### src/rtl/jbi_ncio_mto_ctl.sv
`default_nettype none
// ============================================================================
// Module   : jbi_ncio_mto_ctl
// Purpose  : Non-cacheable IO transaction timeout tracker. A 16-bit prescaler
//            produces a periodic timeout_wrap tick. Four tracking slots hold
//            the tags of outstanding transactions. Each slot is armed on its
//            first tick and expires on its second tick, so a timeout fires
//            1 to 2 intervals after the grant. Expired slots become pending
//            errors. Pending errors are reported one at a time through a
//            registered valid/ack handshake.
// Ports    : clk, rst_l           - clock, asynchronous active-low reset
//            csr_mto_en           - enables the prescaler and slot aging
//            csr_mto_interval     - prescaler reload value (clk cycles)
//            alloc_req/alloc_tag  - request a slot and supply its tag
//            alloc_gnt/alloc_slot - grant and the granted slot index
//            retire_vld/slot      - completes the transaction in a slot
//            slots_full           - no slot can be allocated
//            timeout_wrap         - one-cycle prescaler tick
//            err_vld/slot/tag     - presented timeout error
//            err_ack              - consumer accepts the presented error
// Revision : 1.0 - initial release
// ============================================================================
module jbi_ncio_mto_ctl #(
    parameter int TAG_W = 6
) (
    input  logic             clk,
    input  logic             rst_l,
    input  logic             csr_mto_en,
    input  logic [15:0]      csr_mto_interval,
    input  logic             alloc_req,
    input  logic [TAG_W-1:0] alloc_tag,
    output logic             alloc_gnt,
    output logic [1:0]       alloc_slot,
    input  logic             retire_vld,
    input  logic [1:0]       retire_slot,
    output logic             slots_full,
    output logic             timeout_wrap,
    output logic             err_vld,
    output logic [1:0]       err_slot,
    output logic [TAG_W-1:0] err_tag,
    input  logic             err_ack
);

    localparam int NSLOT = 4;

    logic [15:0]      count_q, count_d;
    logic [NSLOT-1:0] vld_q, vld_d;
    logic [NSLOT-1:0] armed_q, armed_d;
    logic [NSLOT-1:0] pend_q, pend_d;
    logic [TAG_W-1:0] tag_q [NSLOT];
    logic [TAG_W-1:0] tag_d [NSLOT];
    logic             err_vld_q, err_vld_d;
    logic [1:0]       err_slot_q, err_slot_d;
    logic [TAG_W-1:0] err_tag_q, err_tag_d;

    logic [NSLOT-1:0] busy;
    logic             ack_take;
    logic [NSLOT-1:0] err_cand;

    // ------------------------------------------------------------------
    // Prescaler. While disabled it continuously preloads the interval so
    // that enabling starts a full interval. The tick is decoded straight
    // from the count, which is why a zero interval ticks every cycle.
    // ------------------------------------------------------------------
    assign timeout_wrap = csr_mto_en & (count_q == 16'd0);

    always_comb begin
        if (!csr_mto_en || (count_q == 16'd0)) begin
            count_d = csr_mto_interval;
        end else begin
            count_d = count_q - 16'd1;
        end
    end

    // ------------------------------------------------------------------
    // Allocation. A pending slot still owns its tag for error reporting,
    // so it counts as busy until its error has been acknowledged.
    // ------------------------------------------------------------------
    assign busy       = vld_q | pend_q;
    assign slots_full = &busy;
    assign alloc_gnt  = alloc_req & ~slots_full;

    always_comb begin
        alloc_slot = 2'd0;
        for (int i = NSLOT - 1; i >= 0; i--) begin
            if (!busy[i]) begin
                alloc_slot = 2'(i);
            end
        end
    end

    // ------------------------------------------------------------------
    // Slot state. A fresh grant is never aged in its grant cycle (the slot
    // was not valid yet), and a retire takes priority over an expiring tick.
    // ------------------------------------------------------------------
    assign ack_take = err_vld_q & err_ack;

    always_comb begin
        vld_d   = vld_q;
        armed_d = armed_q;
        pend_d  = pend_q;
        tag_d   = tag_q;
        for (int i = 0; i < NSLOT; i++) begin
            if (alloc_gnt && (alloc_slot == 2'(i))) begin
                vld_d[i]   = 1'b1;
                armed_d[i] = 1'b0;
                tag_d[i]   = alloc_tag;
            end else if (vld_q[i]) begin
                if (retire_vld && (retire_slot == 2'(i))) begin
                    vld_d[i]   = 1'b0;
                    armed_d[i] = 1'b0;
                end else if (timeout_wrap) begin
                    if (armed_q[i]) begin
                        vld_d[i]   = 1'b0;
                        armed_d[i] = 1'b0;
                        pend_d[i]  = 1'b1;
                    end else begin
                        armed_d[i] = 1'b1;
                    end
                end
            end
            // A pending slot is never valid, so this cannot collide with
            // the pend set above.
            if (ack_take && (err_slot_q == 2'(i))) begin
                pend_d[i] = 1'b0;
            end
        end
    end

    // ------------------------------------------------------------------
    // Error presentation. The slot being acknowledged this cycle is masked
    // so it is not presented a second time.
    // ------------------------------------------------------------------
    assign err_cand = pend_q & ~(ack_take ? (4'b0001 << err_slot_q) : 4'b0000);

    always_comb begin
        err_vld_d  = err_vld_q;
        err_slot_d = err_slot_q;
        err_tag_d  = err_tag_q;
        if (!err_vld_q || err_ack) begin
            err_vld_d  = |err_cand;
            err_slot_d = 2'd0;
            err_tag_d  = '0;
            for (int i = NSLOT - 1; i >= 0; i--) begin
                if (err_cand[i]) begin
                    err_slot_d = 2'(i);
                    err_tag_d  = tag_q[i];
                end
            end
        end
    end

    always_ff @(posedge clk or negedge rst_l) begin
        if (!rst_l) begin
            count_q    <= 16'd0;
            vld_q      <= '0;
            armed_q    <= '0;
            pend_q     <= '0;
            tag_q      <= '{default: '0};
            err_vld_q  <= 1'b0;
            err_slot_q <= 2'd0;
            err_tag_q  <= '0;
        end else begin
            count_q    <= count_d;
            vld_q      <= vld_d;
            armed_q    <= armed_d;
            pend_q     <= pend_d;
            tag_q      <= tag_d;
            err_vld_q  <= err_vld_d;
            err_slot_q <= err_slot_d;
            err_tag_q  <= err_tag_d;
        end
    end

    assign err_vld  = err_vld_q;
    assign err_slot = err_slot_q;
    assign err_tag  = err_tag_q;

endmodule
`default_nettype wire

### config.mk
export PLATFORM = sky130hd
export DESIGN_NAME = jbi_ncio_mto_ctl
export DESIGN_NICKNAME = d
export VERILOG_FILES = /design/src/rtl/jbi_ncio_mto_ctl.sv
export SDC_FILE = /design/constraint.sdc
export NUM_CORES = 1
export LEC_CHECK = 0
export CORE_UTILIZATION = 54
export DETAILED_ROUTE_END_ITERATION = 6
export GPL_ROUTABILITY_DRIVEN = 0
export PLACE_DENSITY = 0.8
export SLEW_MARGIN = 10
export SYNTH_ARGS = -nofsm -noshare
export SYNTH_HDL_FRONTEND = slang
export SYNTH_SLANG_ARGS = --single-unit
export TNS_END_PERCENT = 20
### constraint.sdc
create_clock -name clk -period 2.68 [get_ports clk]
set_clock_uncertainty 0.15 [all_clocks]
set_input_delay 0.268 -clock clk [delete_from_list [all_inputs] [get_ports clk]]
set_output_delay 0.268 -clock clk [all_outputs]
set_load 0.005 [all_outputs]
=== Word level (Yosys, flattened, before mapping) ===
Index checks and enable logic that the tools add are counted.

* Register bits after elaboration: 61
* Bits of input ports: 30
* Output and inout port bits: 14
* Logic and storage cells: 167

* Add/sub/neg operators: 1
* Eq/ne operators: 17
* Shift-type cells: 1
* Muxes and demuxes: 74
* Bitwise operators: 7
* Reduce and logical (&&, ||, !) cells: 50

{| class="wikitable"
|+ Operator list
! operator !! count
|-
| 2-to-1 mux 1 bit || 60
|-
| nonzero test 2 bit || 16
|-
| 2-to-1 mux 6 bit || 4
|-
| AND reduction 5 bit || 4
|-
| logical NOT 16 bit || 1
|-
| 2-to-1 mux 16 bit || 1
|-
| 2-to-1 mux 2 bit || 8
|-
| != test 2 x 1 -> 1 bit (second input constant) || 8
|-
| subtractor 16 x 1 -> 16 bit (second input constant) || 1
|-
| == test 2 bit (second input constant) || 6
|-
| logical AND 1 bit || 12
|-
| nonzero test 3 bit || 4
|-
| AND reduction 2 bit || 4
|-
| == test 2 x 1 -> 1 bit (second input constant) || 3
|-
| logical NOT 2 bit || 3
|-
| AND 4 bit || 1
|-
| 2-to-1 mux 4 bit || 1
|-
| inverter 4 bit || 1
|-
| OR 4 bit || 1
|-
| AND reduction 4 bit || 1
|-
| OR reduction 4 bit || 1
|-
| << shifter 1 x 2 -> 4 bit (first input constant) || 1
|-
| AND 1 bit || 3
|-
| logical NOT 1 bit || 2
|-
| other kinds (2) || 3
|}

=== Longest topological paths before layout ===
Gate-level depths: netlist of the first run.

* Depth in word-level cells: 9
* Depth in mapped cells: 8
* Depth with buffers taken out: 7

=== Worst setup path after synthesis of the first run ===
Ideal clock, no wire load.

* Path type: register to register
* From: register count_q[1]
* To: register count_q[9]
* Library setup time: 0.121 ns
* Arrival: 1.972 ns
* Required time: 2.409 ns
* Path slack: 0.438 ns
* Stages on the path, launching flop included: 7
* Path buffers: 1
* Period minus slack after synthesis: 2.242 ns
* Path through: dfrtp_1 -> or4_4 -> or3_1 -> buf_2 -> or4_4 -> xor2_1 -> o21ai_2

* Longest elaborated chain between the ends: 3
* Elaborated cells on any way between the ends: 4
* Classes of those cells: add/sub: 1; mux: 1; reduce/logical: 2

{| class="wikitable"
|+ RTL lines
! element !! RTL line !! text
|-
| from (decl) || 46 || <nowiki>logic [15:0] count_q, count_d;</nowiki>
|-
| from (signal assigned) || 164 || <nowiki>count_q <= count_d;</nowiki>
|-
| branches (longest 2 deep; another with subtractor 16 x 1 -> 16 bit) || -- ||
|-
| 2-to-1 mux 16 bit (*) || 68 || <nowiki>if (!csr_mto_en || (count_q == 16'd0)) begin</nowiki>
|-
| via count_d[9] || 46 ||
|}

Mark *: on every way through the listed nets, which the timed path passes.
A chain may end at the register's enable or synchronous reset.

=== Final worst setup path of the first run ===
* From: register count_q[0]
* To: output timeout_wrap

* Longest elaborated chain between the ends: 2

{| class="wikitable"
|+ RTL lines
! element !! RTL line !! text
|-
| logical NOT 16 bit || 65 || <nowiki>assign timeout_wrap = csr_mto_en & (count_q == 16'd0);</nowiki>
|-
| AND 1 bit || 65 ||
|-
| to (decl) || 37 || <nowiki>output logic timeout_wrap,</nowiki>
|}

Every way passes these cells.

==> flow_summary.ini, run 1 <==
[worst_setup_path]
end_kind = output pin
crit_type = flip-flop to output pin
cp.required_ps = 2260
cp.arrival_ps = 2030
cpPeakStageDelay_ps = 500
path_cells = inv_1 > ha_1 > nor4bb_1 > and4_1 > clkdlybuf4s50_1
crit_slowest_cell = clkdlybuf4s50_1
crit_path_max_fanout = 4
start_kind = flip-flop

[sta]
setup_viol = 0
holdWs_ps = 317
fmax_mhz = 408
slew_viol_final = 0
period_needed_ps = 2450
relSlewSlack = 0.488
tightestPinTransition_ps = 768
rsz0062_at_grt = no
fin_crit_sh = 0.915
hold_violations = 0
tns_ps = 0

[cells_and_area]
n_fill_cell = 412
syn_to_final_growth_pct = 24.4
final_util = 0.702
insertedDiodeCount = 0
num-nets-final = 362
final_common_cell = dfrtp_1
final_cell_mix = dfrtp_1, clkdlybuf4s50_1, nand2_1
drive_above_1_share = 0.156
fin_area_mm2 = 0.00361

[synthesis]
yosys.area_share.simple = 0.159
syn_area_mm2 = 0.00290
synth.avg_cell_area_um2 = 10.5
ys_seq_elements = 61
synth_top_family_by_area = compound AO/OA/AOI/OAI gates
synth_xor_xnor_area_share = 0.0302
yosys_warnings = 0
muxShareOfSynthArea = 0.0971
synth.distinct_cells = 43
synth_compound_area_frac = 0.160
synth_nets = 308
syn_inst = 276
synth_fa_ha_area_frac = 0.00863
ys_seq_area_frac = 0.526

[power]
clkPwrFrac = 0.267
p_sw_frac = 0.282
leakagePower_nw = 1.50
p_sw_mw = 0.739
cellPowerDensity_mw_per_mm2 = 726
vdd_drop_max_mv = 0.430
comb_power_share = 0.233
seqPwrFrac = 0.501
power_mw = 2.62
p_int_mw = 1.88

[global_routing]
antenna_found_initial = 0
grt_max_degree = 62
track_usage = 0.256
grt_pass1_wl_um = 10500
busiest_layer = met2
use_met2 = 0.414
grt.overflow.total = 0
grt_pass1_vias = 2221
grt_use_met3 = 0.0643
use_met1 = 0.327

[clock_tree]
clkLatencyLatePin_ps = 340
numCtsBuffers = 9
cts-htree-levels = 3
clkSinkCount = 61
cts_buffer_depth = 2
tritoncts = yes
clk_pin_slew_ps = 60
hold_buffers = 1
root_buffer = clkbuf_8
cts_setup_buffers = 0
cts_resized = 0

[routing]
vias = 2282
drc = 0
wl_um = 6240
vias_per_cell = 5.66
firstDrtPassIters = 4
ant_nets = 0
wire_per_inst_um = 15.5
drtIter0Drc = 103

[floorplan]
die_area_mm2 = 0.00567
die_w_um = 75.3
initial_core_util = 0.564
fp.coreArea_mm2 = 0.00514
placement_rows = 26
boundaryPins = 44
die_height_um = 75.3

[place]
dpl_cell_area_mm2 = 0.00343
place_hpwl_um = 4420
io_buffers = 43

[run]
cap_violations = 0

[min_path]
holdCritPathClass = input pin to flip-flop

[outcome]
outcome = finished clean
-- power groups by stage --
stage	clock (mW)	combinational, mW	sequential [mW]
after floorplan	0	0.415	1.28
after global placement	0	0.589	1.31
after detailed placement	0	0.612	1.32
after CTS	0.710	0.615	1.31
after global routing	0.757	0.684	1.34
final	0.699	0.609	1.31
-- per-layer routing --
metal	vias to the layer above	share of wire
li1	1115	-
met1	1114	0.46
met2	43	0.48
met3	10	0.031
met4	0	0.023
met5	-	0
-- critical path: cells and delay by family, from the launching register on --
kind | cells | cell delay [ps]
flops | 1 | 410
simple gates | 2 | 490
buf+inv | 2 | 590
fa+ha+maj | 1 | 210
-- cells by family after synthesis --
logic type / count (synthesis)
xor gates and xnor gates: 10
DFF: 61
buffers and inverters: 13
AOI/OAI and AO/OA: 75
and+or+nand+nor: 90
adders and majority gates: 2
muxes: 25
-- flip-flops by register name, indices dropped and copies added, names as in the netlist --
register and cells:
err_slot 2, pend_q 4, vld_q 4, armed_q 4, tag_q 24, count_q 16, err_vld 1, err_tag 6
-- per-stage QoR --
step,cells,setup WS (ps)
floorplan,276,438
global placement,388,417
detailed placement,388,365
CTS,403,231
global route,403,124
finish,403,229
-- path summary, 6_finish.rpt --
check | slack, ps | depth (start not counted) | end | from
worst max-delay path | 230 | 5 | timeout_wrap | count_q[0]
worst min register to register | 330 | 1 | armed_q[1] | armed_q[1]
min in group asynchronous | 470 | 3 | vld_q[3] | rst_l
max in group asynchronous | 1400 | 3 | err_tag[5] | rst_l
worst min-delay path | 320 | 3 | count_q[11] | csr_mto_interval[11]
worst max register to register | 350 | 5 | count_q[9] | count_q[3]
-- cell type report --
class | instances | area (µm²) | area share
sequential | 61 | 1530 | 0.423
clock inverter | 2 | 10.0 | 0.00277
inverter | 5 | 18.8 | 0.00520
tap | 70 | 87.6 | 0.0243
timing repair buffer | 51 | 488 | 0.135
clock buffer | 12 | 155 | 0.0430
multi-input combinational | 202 | 1320 | 0.366
-- cells in the mapped netlist, drive strengths merged --
| library cell | number | area, µm² |
|---|---|---|
| nand4b | 1 | 8.76 |
| o21ai | 37 | 193 |
| or3 | 3 | 18.8 |
| nand3b | 2 | 15.0 |
| nand2b | 3 | 18.8 |
| a21boi | 1 | 7.51 |
| nor4 | 5 | 31.3 |
| a32o | 1 | 10.0 |
| dfrtp | 61 | 1530 |
| nand4 | 2 | 12.5 |
| ha | 2 | 25.0 |
| o31ai | 4 | 30.0 |
| o21a | 4 | 30.0 |
| a21oi | 9 | 45.0 |
| or2 | 1 | 6.26 |
| xor2 | 5 | 43.8 |
| and4 | 1 | 8.76 |
| nor3b | 2 | 15.0 |
| a31o | 1 | 8.76 |
| inv | 5 | 18.8 |
| buf | 3 | 15.0 |
| nor4bb | 1 | 10.0 |
| and3 | 3 | 18.8 |
| or4 | 3 | 30.0 |
| clkbuf | 5 | 18.8 |
| and2 | 4 | 25.0 |
| nand3 | 6 | 30.0 |
| o211ai | 1 | 7.51 |
| nand2 | 27 | 101 |
| nor2 | 19 | 71.3 |
| nor2b | 4 | 25.0 |
| a21o | 1 | 7.51 |
| nor3 | 3 | 15.0 |
| o22a | 1 | 8.76 |
| a211oi | 1 | 7.51 |
| mux2 | 25 | 282 |
| a22oi | 6 | 45.0 |
| xnor2 | 5 | 43.8 |
| a221oi | 6 | 52.6 |
| a31oi | 2 | 12.5 |
Note: power is estimated with default switching activity, not from simulation.
==> run 2, diff against run 1 <==
--- a/config.mk
+++ b/config.mk
@@ -7,8 +7,9 @@
 export LEC_CHECK = 0
 export CORE_UTILIZATION = 54
 export DETAILED_ROUTE_END_ITERATION = 6
+export DONT_BUFFER_PORTS = 1
 export GPL_ROUTABILITY_DRIVEN = 0
-export PLACE_DENSITY = 0.8
+export PLACE_DENSITY = 0.69
 export SLEW_MARGIN = 10
 export SYNTH_ARGS = -nofsm -noshare
 export SYNTH_HDL_FRONTEND = slang
==> run 2 against run 1 <==
  * Register-to-register slack barely moved
  * Clock power rose by 4.6%
  * Combinational power fell by 10%
  * Highest routed layer unchanged
  * Via count fell by 2.9%
  * Global-route usage fell by 1.2 points
  * Power fell by 1.4%
  * First-iteration DRC count rose by 30%
  * Worst setup slack improved by 120 ps
  * Sequential cell count did not move
  * Sequential share of layout area rose by 1.9 points
  * Cell count fell by 4.7%
==> flow_summary.ini, run 2 (synthesized netlist as in run 1, its figures left out) <==
[routing]
ant_nets = 0
drc = 0
vias = 2216
firstDrtPassIters = 4
wire_per_inst_um = 16.2
vias_per_cell = 5.77
wl_um = 6220
drtIter0Drc = 134

[cells_and_area]
final_common_cell = dfrtp_1
insertedDiodeCount = 0
largest_reg_flops = 24
num-nets-final = 341
drive_above_1_share = 0.159
syn_to_final_growth_pct = 19.1
final_cell_mix = dfrtp_1, nand2_1, mux2_2, dlygate4sd3_1, o21ai_0
regMostFlops = tag_q

[worst_setup_path]
cp_top_family = simple AND/OR/NAND/NOR gates
start_kind = flip-flop
cp.arrival_ps = 2390
path_cells = or4_4 > or3_1 > or4_4 > xor2_1 > o21ai_2
cpPeakStageDelay_ps = 540
end_kind = flip-flop
worst-path-buf-inv = 0
cpMostUsedCell = or4_4
crit_slowest_cell = or4_4
cp.required_ps = 2740
crit_path_max_fanout = 7
crit_type = flip-flop to flip-flop

[power]
vdd_drop_max_mv = 0.414
leakagePower_nw = 1.43
power_mw = 2.58
cellPowerDensity_mw_per_mm2 = 748

[place]
io_buffers = 0
place_hpwl_um = 4120

[global_routing]
track_usage = 0.243
antenna_found_initial = 0
grt_pass1_vias = 2099
grt.overflow.total = 0
grt_pass1_wl_um = 9890
grt_max_degree = 62

[sta]
tightestPinTransition_ps = 667
hold_violations = 0
relSlewSlack = 0.553
fin_crit_sh = 0.869
tns_ps = 0
slew_viol_final = 0
fmax_mhz = 429
rsz0062_at_grt = no
period_needed_ps = 2330
setup_viol = 0

[floorplan]
die_height_um = 75.3
placement_rows = 26
initial_core_util = 0.564
die_w_um = 75.3
boundaryPins = 44
die_area_mm2 = 0.00567
fp.coreArea_mm2 = 0.00514

[run]
cap_violations = 0

[clock_tree]
cts_resized = 0
tritoncts = yes
cts-htree-levels = 3
cts_setup_buffers = 0
cts_buffer_depth = 2
clk_pin_slew_ps = 70
root_buffer = clkbuf_8
numCtsBuffers = 9
clkSinkCount = 61
clkLatencyLatePin_ps = 340

[outcome]
outcome = finished clean

[min_path]
holdCritPathClass = input pin to flip-flop
==> run 2: per-stage QoR <==
step	hold WS [ps]	instance area, µm²	setup slack [ps]	utilization	instances
6_report	24.1	3450	350	0.672	384
5_1_grt	25.0	3450	264	0.672	384
4_1_cts	9.66	3450	339	0.672	384
3_5_place_dp	-176	3000	339	0.583	342
3_3_place_gp	-176	3000	405	0.583	342
2_1_floorplan	-178	2900	438	-	276
==> run 2: cell type report <==
cell class | instances | area, µm²
fill | 426 | 1690
sequential | 61 | 1530
multi-input combinational | 202 | 1320
timing repair buffer | 30 | 320
clock buffer | 13 | 159
tap | 70 | 87.6
clock inverter | 3 | 20.0
inverter | 5 | 18.8
==> run 2: final timing paths <==
check | start | to | slack (ps) | cells after the start
min in group asynchronous | rst_l | vld_q[3] | 310 | 2
max in group asynchronous | rst_l | count_q[0] | 1800 | 2
min reg2reg | armed_q[0] | armed_q[0] | 340 | 1
min | retire_slot[1] | vld_q[3] | 20 | 2
max | count_q[3] | count_q[9] | 350 | 5
max reg2reg | count_q[3] | count_q[9] | 350 | 5
==> run 2: layer usage <==
metal,track usage,up-vias,wire length (µm)
li1,-,1078,-
met1,0.316,1048,2820
met2,0.375,77,2890
met3,0.0549,13,354
met4,0.144,0,159
met5,0,-,0
==> run 2: what timing repair did <==
item | in CTS | in global routing
setup endpoints to repair | 0 | 0
hold buffers | 26 | 0
hold endpoints to repair | 104 | 0
==> run 2: power breakdown <==
part | leakage, nW | switching, mW | internal [mW]
Sequential | 0.760 | 0.141 | 1.16
Combinational | 0.589 | 0.251 | 0.297
Clock | 0.0857 | 0.346 | 0.385
==> run 3, diff against run 2 <==
--- a/config.mk
+++ b/config.mk
@@ -5,7 +5,9 @@
 export SDC_FILE = /design/constraint.sdc
 export NUM_CORES = 1
 export LEC_CHECK = 0
+export CORE_MARGIN = 4
 export CORE_UTILIZATION = 54
+export CTS_BUF_LIST = sky130_fd_sc_hd__clkbuf_8
 export DETAILED_ROUTE_END_ITERATION = 6
 export DONT_BUFFER_PORTS = 1
 export GPL_ROUTABILITY_DRIVEN = 0
==> run 3 against run 2 <==
  * Cell count did not move
  * Maximum frequency hardly changed
  * Critical path depth stayed put
  * Global-route usage is 3.0 points lower
  * Worst setup slack improved by 2.3 ps
  * Combinational power hardly changed
  * Clock power rose by 6.2%
  * Cell area did not move
  * Non-clock buffer count did not move
  * Sequential cell count unchanged
  * Critical path type unchanged
  * Largest power group unchanged
  * Highest routed layer unchanged
==> flow_summary.ini, run 3 (synthesized netlist as in run 1, its figures left out) <==
[cells_and_area]
regMostFlops = tag_q
insertedDiodeCount = 0
instances_no_fill = 384
num-nets-final = 341
syn_to_final_growth_pct = 19.1
fin_area_mm2 = 0.00345
final_util = 0.668
drive_above_1_share = 0.162
final_common_cell = dfrtp_1
largest_reg_flops = 24
final_cell_mix = dfrtp_1, nand2_1, mux2_2, dlygate4sd3_1, o21ai_0

[global_routing]
grt_pass1_wl_um = 10500
grt_max_degree = 62
grt.overflow.total = 0
antenna_found_initial = 0
grt_pass1_vias = 2265
track_usage = 0.213

[sta]
fin_ws_ps = 352
tightestPinTransition_ps = 690
fin_crit_sh = 0.868
hold_violations = 0
rsz0062_at_grt = no
holdWs_ps = 33.5
setup_viol = 0
period_needed_ps = 2330
slew_viol_final = 0
fmax_mhz = 430
relSlewSlack = 0.538
tns_ps = 0

[clock_tree]
root_buffer = clkbuf_8
tritoncts = yes
numCtsBuffers = 9
clkLatencyLatePin_ps = 330
clkSinkCount = 61
clk_pin_slew_ps = 70
cts_buffer_depth = 2
cts-htree-levels = 3

[power]
seqPwrFrac = 0.497
cellPowerDensity_mw_per_mm2 = 762
vdd_drop_max_mv = 0.435
p_int_mw = 1.88
clkPwrFrac = 0.295
p_sw_frac = 0.284
p_sw_mw = 0.748
power_mw = 2.63
leakagePower_nw = 1.44
comb_power_share = 0.209

[routing]
ant_nets = 0
vias = 2194
drc = 0
wl_um = 6120
wire_per_inst_um = 15.9
firstDrtPassIters = 4
drtIter0Drc = 123
vias_per_cell = 5.71

[place]
dpl.cell_count = 342
io_buffers = 0
place_hpwl_um = 4110
dpl_cell_area_mm2 = 0.00298
dp_slack_ps = 366

[floorplan]
initial_core_util = 0.561
boundaryPins = 44
die_area_mm2 = 0.00661
die_height_um = 81.3
placement_rows = 26
fp.coreArea_mm2 = 0.00517
die_w_um = 81.3

[min_path]
worstHoldStart = err_ack
holdCritPathClass = input pin to flip-flop
hold_path_end = pend_q[3]
hold_depth = 2

[worst_setup_path]
r2r_slack_ps = 350
rr_worst_depth = 5
reg2reg_to = count_q[9]
crit_path_max_fanout = 7
start_kind = flip-flop
cp.required_ps = 2740
end_kind = flip-flop
r2r_start = count_q[3]
crit_type = flip-flop to flip-flop
cp.arrival_ps = 2380

[outcome]
outcome = finished clean

[run]
cap_violations = 0
run 3: changes by cell type in the layout (fill, tap and decap cells not counted):
| cell | delta |
|---|---|
| buf_12 | -1 |
| buf_4 | +1 |
| bufinv_16 | +1 |
| clkbuf_1 | -2 |
| clkbuf_8 | -2 |
| clkinv_2 | +1 |
| clkinv_4 | +1 |
| inv_1 | +1 |
run 3: critical path: stages, from the launching register on:
cell,delay [ps]
dfrtp_1,410
or4_4,530
or3_1,440
or4_4,450
xor2_1,170
o21ai_2,60
run 3: cell type report:
class                      instances  area (µm²)
inverter                           5        18.8
multi-input combinational        202        1320
fill                             385        1720
sequential                        61        1530
tap                               70        87.6
clock inverter                     7        67.6
timing repair buffer              30         308
clock buffer                       9         124
run 3: power by group through the flow:
stage | Sequential [mW] | Combinational [mW] | Clock [mW]
6_report | 1.31 | 0.549 | 0.776
3_5_place_dp | 1.32 | 0.497 | 0
3_3_place_gp | 1.31 | 0.481 | 0
2_1_floorplan | 1.28 | 0.415 | 0
4_1_cts | 1.30 | 0.555 | 0.799
5_1_grt | 1.34 | 0.616 | 0.847
run 3: timing repair:
item,in CTS,in global routing
endpoints found under the hold margin,103,0
hold buffers,26,0
buffers inserted,0,0
resized for setup,0,0
run 3: metal layers:
metal | vias to the layer above | part of all wire | global-route usage
met2 | 64 | 0.49 | 0.355
met4 | 0 | 0.017 | 0.0760
met3 | 12 | 0.049 | 0.0654
li1 | 1079 | - | -
met5 | - | 0 | 0
met1 | 1039 | 0.44 | 0.261
run 3: worst max-delay path by stage:
stage | startpoint | end | cells past startpoint
floorplan | count_q[1] | count_q[9] | 6
global placement | count_q[1] | count_q[9] | 5
detailed placement | count_q[3] | count_q[9] | 5
CTS | count_q[3] | count_q[9] | 5
global route | count_q[8] | count_q[14] | 7
finish | count_q[3] | count_q[9] | 5
